### src/rtl/ffr_pkg.sv
`default_nettype none
// ============================================================================
//  Module      : ffr_pkg
//  Description : Shared mode constants and per-bit JK / SR encodings for the
//                multi-mode register bank.
//  Revision    : 1.0  initial release
// ============================================================================
package ffr_pkg;

  // Operation select values carried on the 3-bit mode input
  localparam logic [2:0] MODE_HOLD = 3'b000;
  localparam logic [2:0] MODE_D    = 3'b001;
  localparam logic [2:0] MODE_JK   = 3'b010;
  localparam logic [2:0] MODE_T    = 3'b011;
  localparam logic [2:0] MODE_SR   = 3'b100;
  localparam logic [2:0] MODE_SHL  = 3'b101;
  localparam logic [2:0] MODE_SHR  = 3'b110;
  localparam logic [2:0] MODE_ROL  = 3'b111;

  // Per-bit JK action, indexed by {j, k}
  typedef enum logic [1:0] {
    JK_HOLD   = 2'b00,
    JK_CLEAR  = 2'b01,
    JK_SET    = 2'b10,
    JK_TOGGLE = 2'b11
  } jk_op_e;

  // Per-bit SR action, indexed by {s, r}; both asserted is a conflict
  typedef enum logic [1:0] {
    SR_HOLD     = 2'b00,
    SR_CLEAR    = 2'b01,
    SR_SET      = 2'b10,
    SR_CONFLICT = 2'b11
  } sr_op_e;

endpackage
`default_nettype wire

### src/rtl/ffr_bit_cell.sv
`default_nettype none
// ============================================================================
//  Module      : ffr_bit_cell
//  Description : Combinational next-state function for one storage bit of the
//                register bank. Neighbour bits are wired by the parent so the
//                same cell serves LSB, MSB and interior positions.
//  Revision    : 1.0  initial release
// ============================================================================
module ffr_bit_cell #(
  parameter bit IS_LSB = 1'b0,
  parameter bit IS_MSB = 1'b0
) (
  input  logic       q_i,        // current value of this bit
  input  logic       a_i,        // d / j / t / s
  input  logic       b_i,        // k / r
  input  logic [2:0] mode_i,
  input  logic       lo_nbr_i,   // next-lower bit (MSB of word at the LSB, for rotate)
  input  logic       hi_nbr_i,   // next-higher bit (unused at the MSB)
  input  logic       sin_i,
  output logic       q_next_o,
  output logic       sr_conf_o
);
  import ffr_pkg::*;

  // Select the next value of this bit according to the active discipline
  always_comb begin
    q_next_o  = q_i;
    sr_conf_o = 1'b0;
    case (mode_i)
      MODE_HOLD: q_next_o = q_i;
      MODE_D:    q_next_o = a_i;
      MODE_JK: begin
        case (jk_op_e'({a_i, b_i}))
          JK_HOLD:   q_next_o = q_i;
          JK_CLEAR:  q_next_o = 1'b0;
          JK_SET:    q_next_o = 1'b1;
          default:   q_next_o = ~q_i;
        endcase
      end
      MODE_T:    q_next_o = q_i ^ a_i;
      MODE_SR: begin
        case (sr_op_e'({a_i, b_i}))
          SR_SET:      q_next_o = 1'b1;
          SR_CLEAR:    q_next_o = 1'b0;
          SR_CONFLICT: sr_conf_o = 1'b1;  // bit holds, conflict is flagged
          default:     q_next_o = q_i;
        endcase
      end
      MODE_SHL:  q_next_o = IS_LSB ? sin_i : lo_nbr_i;
      MODE_SHR:  q_next_o = IS_MSB ? sin_i : hi_nbr_i;
      MODE_ROL:  q_next_o = lo_nbr_i;
      default:   q_next_o = q_i;
    endcase
  end

endmodule
`default_nettype wire

### src/rtl/ff_register_bank.sv
`default_nettype none
// ============================================================================
//  Module      : ff_register_bank
//  Description : WIDTH-bit register bank with selectable per-cycle update
//                discipline (D, JK, T, SR, shift/rotate), serial output and
//                registered SR-conflict / state-change pulses.
//  Revision    : 1.0  initial release
// ============================================================================
module ff_register_bank #(
  parameter int               WIDTH     = 8,
  parameter logic [WIDTH-1:0] RESET_VAL = '0
) (
  input  logic             clk,
  input  logic             rst,     // asynchronous, active low
  input  logic             en,
  input  logic             clr,
  input  logic [2:0]       mode,
  input  logic [WIDTH-1:0] a,
  input  logic [WIDTH-1:0] b,
  input  logic             sin,
  output logic [WIDTH-1:0] q,
  output logic [WIDTH-1:0] q_n,
  output logic             sout,
  output logic             sr_err,
  output logic             chg
);
  import ffr_pkg::*;

  logic [WIDTH-1:0] q_q, q_d;
  logic             sout_q, sout_d;
  logic             sr_err_q, sr_err_d;
  logic             chg_q, chg_d;

  logic [WIDTH-1:0] w_cell_next;
  logic [WIDTH-1:0] w_conf;
  logic [WIDTH-1:0] w_lo;
  logic [WIDTH-1:0] w_hi;
  logic             w_sr_any;

  // One next-state cell per bit; the LSB sees the MSB as its lower
  // neighbour so that rotate-left wraps around.
  generate
    for (genvar i = 0; i < WIDTH; i++) begin : g_bit
      if (i == 0) begin : g_lo_wrap
        assign w_lo[i] = q_q[WIDTH-1];
      end else begin : g_lo_nbr
        assign w_lo[i] = q_q[i-1];
      end

      if (i == WIDTH - 1) begin : g_hi_edge
        assign w_hi[i] = 1'b0;
      end else begin : g_hi_nbr
        assign w_hi[i] = q_q[i+1];
      end

      ffr_bit_cell #(
        .IS_LSB (i == 0),
        .IS_MSB (i == WIDTH - 1)
      ) u_cell (
        .q_i       (q_q[i]),
        .a_i       (a[i]),
        .b_i       (b[i]),
        .mode_i    (mode),
        .lo_nbr_i  (w_lo[i]),
        .hi_nbr_i  (w_hi[i]),
        .sin_i     (sin),
        .q_next_o  (w_cell_next[i]),
        .sr_conf_o (w_conf[i])
      );
    end
  endgenerate

  assign w_sr_any = |w_conf;

  // Next-state selection: clr beats en, en gates the per-mode update
  always_comb begin
    q_d      = q_q;
    sout_d   = sout_q;
    sr_err_d = 1'b0;
    chg_d    = 1'b0;
    if (clr) begin
      q_d    = RESET_VAL;
      sout_d = 1'b0;
      chg_d  = (q_q != RESET_VAL);
    end else if (en) begin
      q_d = w_cell_next;
      if (mode == MODE_SHL || mode == MODE_ROL) begin
        sout_d = q_q[WIDTH-1];
      end else if (mode == MODE_SHR) begin
        sout_d = q_q[0];
      end
      sr_err_d = (mode == MODE_SR) && w_sr_any;
      chg_d    = (w_cell_next != q_q);
    end
  end

  // State and status registers with asynchronous active-low reset
  always_ff @(posedge clk or negedge rst) begin
    if (!rst) begin
      q_q      <= RESET_VAL;
      sout_q   <= 1'b0;
      sr_err_q <= 1'b0;
      chg_q    <= 1'b0;
    end else begin
      q_q      <= q_d;
      sout_q   <= sout_d;
      sr_err_q <= sr_err_d;
      chg_q    <= chg_d;
    end
  end

  assign q      = q_q;
  assign q_n    = ~q_q;
  assign sout   = sout_q;
  assign sr_err = sr_err_q;
  assign chg    = chg_q;

endmodule
`default_nettype wire

### config.mk
export PLATFORM = sky130hd
export DESIGN_NAME = ff_register_bank
export DESIGN_NICKNAME = d
export VERILOG_FILES = /design/src/rtl/ffr_pkg.sv /design/src/rtl/ffr_bit_cell.sv /design/src/rtl/ff_register_bank.sv
export SDC_FILE = /design/constraint.sdc
export NUM_CORES = 1
export LEC_CHECK = 0
export CORE_ASPECT_RATIO = 1.75
export CORE_UTILIZATION = 45
export CTS_BUF_LIST = sky130_fd_sc_hd__clkbuf_16
export DETAILED_ROUTE_END_ITERATION = 10
export PLACE_DENSITY = 0.72
export SYNTH_ARGS = -nofsm -noshare
export SYNTH_HDL_FRONTEND = slang
export SYNTH_SLANG_ARGS = --single-unit
### constraint.sdc
create_clock -name clk -period 5.54 [get_ports clk]
set_input_delay 0.831 -clock clk [delete_from_list [all_inputs] [get_ports clk]]
set_output_delay 0.831 -clock clk [all_outputs]
set_load 0.02 [all_outputs]
==> results of run 1 <==
==> worst max-delay path: cells and delay by family <==
kind	cells	cell delay, ns
and+or+nand+nor	2	0.52
buffers and inverters	1	1.17
muxes	1	0.38
AOI/OAI and AO/OA	3	0.71
==> state kept, by name (all words and copies together) (netlist names) <==
register,flops
chg,1
q,8
sout,1
sr_err,1
==> worst max path at each step <==
stage	from	endpoint	slack, ns	cells past startpoint
after floorplan	b[3]	chg	3.11	8
after global placement	mode[0]	chg	1.88	7
after detailed placement	mode[0]	chg	1.81	7
after CTS	mode[0]	chg	2.05	7
after global routing	mode[0]	chg	1.82	7
final	mode[0]	chg	2.03	7
==> cells by family (layout without fill, tap and decap cells) <==
group / after synthesis / after routing
AND/OR/NAND/NOR: 77 / 77
AO/OA/AOI/OAI: 60 / 60
buffers and inverters: 44 / 65
adder cells (fa/ha/maj): 16 / 16
multiplexers: 11 / 11
flip-flops: 11 / 11
XOR/XNOR: 1 / 1
==> layout make-up <==
type                       count  area, µm²
tap                           46       57.6
clock buffer                   3       75.1
fill                         351       1510
multi-input combinational    165       1210
inverter                      19       71.3
timing repair buffer          42        420
sequential                    11        275
clock inverter                 1       3.75
==> per-layer routing <==
layer	up-vias	routed length [µm]
li1	842	-
met1	835	1940
met2	63	2620
met3	8	171
met4	0	97
met5	-	0
==> cell usage in the layout, fill, tap and decap left out, drive strengths merged, types with 3 or more instances in the layout <==
cell           Yosys  final
nand2              8      8
inv               19     20
nor3b              3      3
o22ai              3      3
nand3              5      5
mux2               4      4
a21oi             14     14
a2111oi            4      4
a22o               3      3
nand3b             3      3
nor3               5      5
nor4               7      7
nor2b              5      5
mux2i              7      7
dfrtp             11     11
a211oi             7      7
o21ai              8      8
ha                16     16
and3               4      4
nand2b             6      6
clkdlybuf4s50      0     42
clkbuf             9      3
nor2              20     20
==> through the flow <==
stage / setup slack [ns] / util (%)
after floorplan: 3.11 / -
after global placement: 1.88 / 56.2
after detailed placement: 1.81 / 56.2
after CTS: 2.05 / 58.3
after global routing: 1.82 / 58.3
final: 2.03 / 58.3
==> where the power goes <==
group	total [µW]	internal [µW]	switching, µW
clock	129	94.6	34.3
sequential	102	86.3	15.5
combinational	157	74.7	82.0
==> reports/qor.yml, run 1 <==
globalRouteTotalUtil_pct: 24.6
yosys.area.top_type_share_pct: 16.1
crit_fanout: 33
syn_to_final_growth_pct: 23.6
p_per_area_nw_per_um2: 183
cts_resized: 0
cp-start-kind: "input pin"
hold_depth: 2
yosysMostFrequentCell: "nor2_1"
grt_pass1_wl_mm: 7.94
place_congestion: 0.910
antenna_found_initial: 0
start_util_pct: 47.2
synth-edff-count: 0
routedWlPerCell_um: 16.8
async_reset_ff_share_pct: 100
cts_tree: "done"
cp.arrival_ns: 3.62
drc: 0
drive_gt1_share_pct: 4.98
root_buffer: "clkbuf_16"
clk_path_buf_depth: 2
post-cts-setup-buffers: 0
worstHoldStart: "sout"
first_iter_violations: 56
grt_setup_unrepaired: "no"
postSynthAreaPerCell_um2: 7.79
peakVddDrop_mv: 0.247
syn_nets: 260
fin_crit_sh_pct: 63.4
hpwl_mm: 3.62
cts_inserted_buffers: 3
netlist_instances: 220
holdWs_ns: 0.516
grt_pass1_vias: 1618
worst_pin_slew_ns: 1.05
skew_ns: 0.00102
worstSetupPathType: "in2reg"
use_met1_pct: 29.8
drt_wl_total_mm: 4.83
synth-simple-area-share_pct: 25.8
drt-vias-per-instance: 6.09
io_pins: 43
synth_top_family_by_area: "simple AND/OR/NAND/NOR gates"
slew_headroom_pct: 29.6
stdcell_area_um2: 2120
cpPeakStageDelay_ns: 1.17
postCtsHoldBufs: 0
drt-pass1-iter-count: 4
num_vias: 1748
leakage_uw: 0.000892
clkLatencyLatePin_ns: 0.24
yosys-top-cells-area: "dfrtp_1 16%, ha_1 12%, nor2_1 4.4%, inv_1 4.2%, a21oi_1 4.1%"
total_power_uw: 388
overflow: 0
max_cap_violations: 0
setup_viol: 0
fp.dieW_um: 48.6
ys_types: 58
r2r-start: "q[3]"
ff2ff_path_depth: 6
coreArea_um2: 3630
dieArea_um2: 4070
fin_cells: 287
mappedNetlistArea_um2: 1710
synth_top_area_cell: "dfrtp_1"
hold_viol: 0
grt_max_degree: 34
max_freq_mhz: 285
grt-busiest-layer: "met2"
postPlaceCellArea_um2: 2040
diodes: 0
grt_use_met2_pct: 44.6
fin_tns_setup_ns: 0
worstPathCellList: "clkdlybuf4s50_1 > or3b_1 > o22ai_1 > a2111oi_2 > mux2_1 > nor4_2 > a31oi_1"
clk_pin_slew_ns: 0.04
timing.rr.end: "chg"
cp.required_ns: 5.65
yosysWarnings: 0
slew_violations: 0
h-tree-depth: 1
ys_ff_latch: 11
cts_sinks: 11
die_h_um: 83.6
seq_area_frac_synth_pct: 16.1
synth_xor_area_share_pct: 0.511
yosys_most_used_dff: "dfrtp_1"
rows: 29
synthMuxAreaShare_pct: 7.16
r2r_setup_slack_ns: 3.39
cp-end-kind: "flop"
io_buffers: 42
nNetsFinal: 282
hp-class: "reg2reg"
synth_compound_area_share_pct: 25.7
synthAdderAreaFrac_pct: 11.7
min_period_ns: 3.51
synth_commonest_cells: "20 x nor2_1, 19 x inv_1, 16 x ha_1"
cp_slowest_cell: "clkdlybuf4s50_1"
ant_nets: 0
status: "finished clean"
min_to: "sout"
placedCellCount: 283
globalRouteMet3Util_pct: 2.55
Power figures use the tool's default switching activity.
==> inputs of run 2 (changes only) <==
==> constraint.sdc (replaced) <==
create_clock -name clk -period 3.24 [get_ports clk]
set_input_delay 0.486 -clock clk [delete_from_list [all_inputs] [get_ports clk]]
set_output_delay 0.486 -clock clk [all_outputs]
set_load 0.02 [all_outputs]
==> run 2 against run 1 <==
Compared with the run above:
- sequential share of layout area down 0.45 points
- combinational power increased by 78%
- sequential cell count unchanged
- sequential power is 71% higher
- largest cell class unchanged
- register-to-register slack lost 2.3 ns
- clock power rose by 71%
==> reports/qor.yml, run 2 (same netlist as run 1, synthesis figures left out) <==
die_h_um: 83.6  # unchanged
cts_inserted_buffers: 3  # unchanged
peakVddDrop_mv: 0.428  # +73%
cp.required_ns: 3.35  # -2.30 ns
slew_headroom_pct: 51.7  # +22 points
hp-class: "reg2reg"
setup_ws_ns: 0.635  # -1.39 ns
cts_sinks: 11  # unchanged
cpPeakStageDelay_ns: 0.71  # -0.46 ns
status: "finished clean"
h-tree-depth: 1  # unchanged
critPathTopFamily: "compound AO/OA/AOI/OAI gates"
total_power_uw: 673  # +74%
p_per_area_nw_per_um2: 307  # +68%
grt_pass1_wl_mm: 8.00  # +0.71%
dp_slack_ns: 0.447  # -1.36 ns
cp.arrival_ns: 2.72  # -0.90 ns
clk_pin_slew_ns: 0.04  # about the same
leakage_uw: 0.000941  # +5.4%
place_congestion: 0.908  # -0.18%
num_vias: 1780  # +1.8%
cp_slowest_cell: "a2111oi_0"
ant_nets: 0  # unchanged
crit_buf_inv: 1  # unchanged
grt_pass1_vias: 1665  # +2.9%
root_buffer: "clkbuf_16"
max_freq_mhz: 384
fp.dieW_um: 48.6  # unchanged
cp-end-kind: "flop"
hold_viol: 0  # unchanged
fin_tns_setup_ns: 0  # unchanged
fin_crit_sh_pct: 80.4
hpwl_mm: 3.76  # +3.7%
largest_reg_flops: 8  # unchanged
drt-pass1-iter-count: 4  # unchanged
io_buffers: 42  # unchanged
first_iter_violations: 52  # -7.1%
drc: 0  # unchanged
clk_path_buf_depth: 2  # unchanged
setup_viol: 0  # unchanged
crit_fanout: 6  # -82%
cp-start-kind: "input pin"
syn_to_final_growth_pct: 28.0
rows: 29  # unchanged
clkLatencyLatePin_ns: 0.24  # about the same
drt-vias-per-instance: 5.99  # -1.6%
dieArea_um2: 4070  # unchanged
worst_pin_slew_ns: 0.706  # -0.347 ns
cts_tree: "done"
overflow: 0  # unchanged
layout_commonest_cell: "clkdlybuf4s50_1"
cts_resized: 0  # unchanged
drive_gt1_share_pct: 8.76  # +3.8 points
grt_setup_unrepaired: "no"
coreArea_um2: 3630  # unchanged
skew_ns: 0.00162  # +0.000604 ns
routedWlPerCell_um: 16.3  # -3.0%
grt_max_degree: 24  # -29%
io_pins: 43  # unchanged
start_util_pct: 47.2  # unchanged
diodes: 0  # unchanged
most-common-layout-cells: "42 x clkdlybuf4s50_1, 20 x inv_1, 20 x nor2_1"
drt_wl_total_mm: 4.85  # +0.39%
max_cap_violations: 0  # unchanged
globalRouteTotalUtil_pct: 24.9  # +0.32 points
post-cts-setup-buffers: 0  # unchanged
nNetsFinal: 292  # +3.5%
min_period_ns: 2.60
slew_violations: 0  # unchanged
postCtsHoldBufs: 0  # unchanged
fin_util_pct: 60.4  # +2.1 points
worstSetupPathType: "in2reg"
antenna_found_initial: 0  # unchanged
worstPathCellList: "clkdlybuf4s50_1 > nand2b_1 > a2111oi_0 > a2111oi_2 > mux2_1 > nor4_2 > a31oi_1"
[run 2: final timing paths]
| check | startpoint | end | slack [ns] | depth (start not counted) |
|---|---|---|---|---|
| min reg2reg | sout | sout | 0.53 | 2 |
| max reg2reg | q[3] | chg | 1.09 | 6 |
| min in group asynchronous | rst | q[2] | 0.58 | 1 |
| max | mode[1] | chg | 0.64 | 7 |
| min | sout | sout | 0.53 | 2 |
| max in group asynchronous | rst | sout | 2.33 | 1 |
[run 2: per-layer routing]
| layer | wire length, µm | vias to the layer above | GRT usage, % |
|---|---|---|---|
| met5 | 0 | - | 0 |
| met1 | 1990 | 845 | 29.3 |
| met4 | 167 | 0 | 9.09 |
| met2 | 2510 | 55 | 44.4 |
| met3 | 188 | 16 | 3.64 |
| li1 | - | 864 | - |
[run 2: layout make-up]
cell class	count	area, µm²
Inverter	19	71.3
Sequential cell	11	275
Timing Repair Buffer	52	495
Clock buffer	3	75.1
Fill cell	337	1440
Multi-Input combinational cell	165	1210
Clock inverter	1	3.75
Tap cell	46	57.6
[run 2: through the flow]
| stage | hold WS (ns) | std cells | area (µm²) |
|---|---|---|---|
| after floorplan | 0.190 | 220 | 1710 |
| after global placement | 0.518 | 293 | 2110 |
| after detailed placement | 0.516 | 293 | 2110 |
| after CTS | 0.534 | 297 | 2190 |
| after global routing | 0.606 | 297 | 2190 |
| final | 0.530 | 297 | 2190 |
[run 2: report_power, final]
part,internal [µW],switching (µW)
sequential,148,26.8
combinational,137,141
clock,162,58.5
total,446,227
[run 2: worst register-to-register path, stage by stage, from the launching register on]
cell and delay, ns:
dfrtp_1 0.60, nor2_1 0.07, a2111oi_0 0.64, a2111oi_2 0.11, mux2_1 0.36, nor4_2 0.14, a31oi_1 0.11
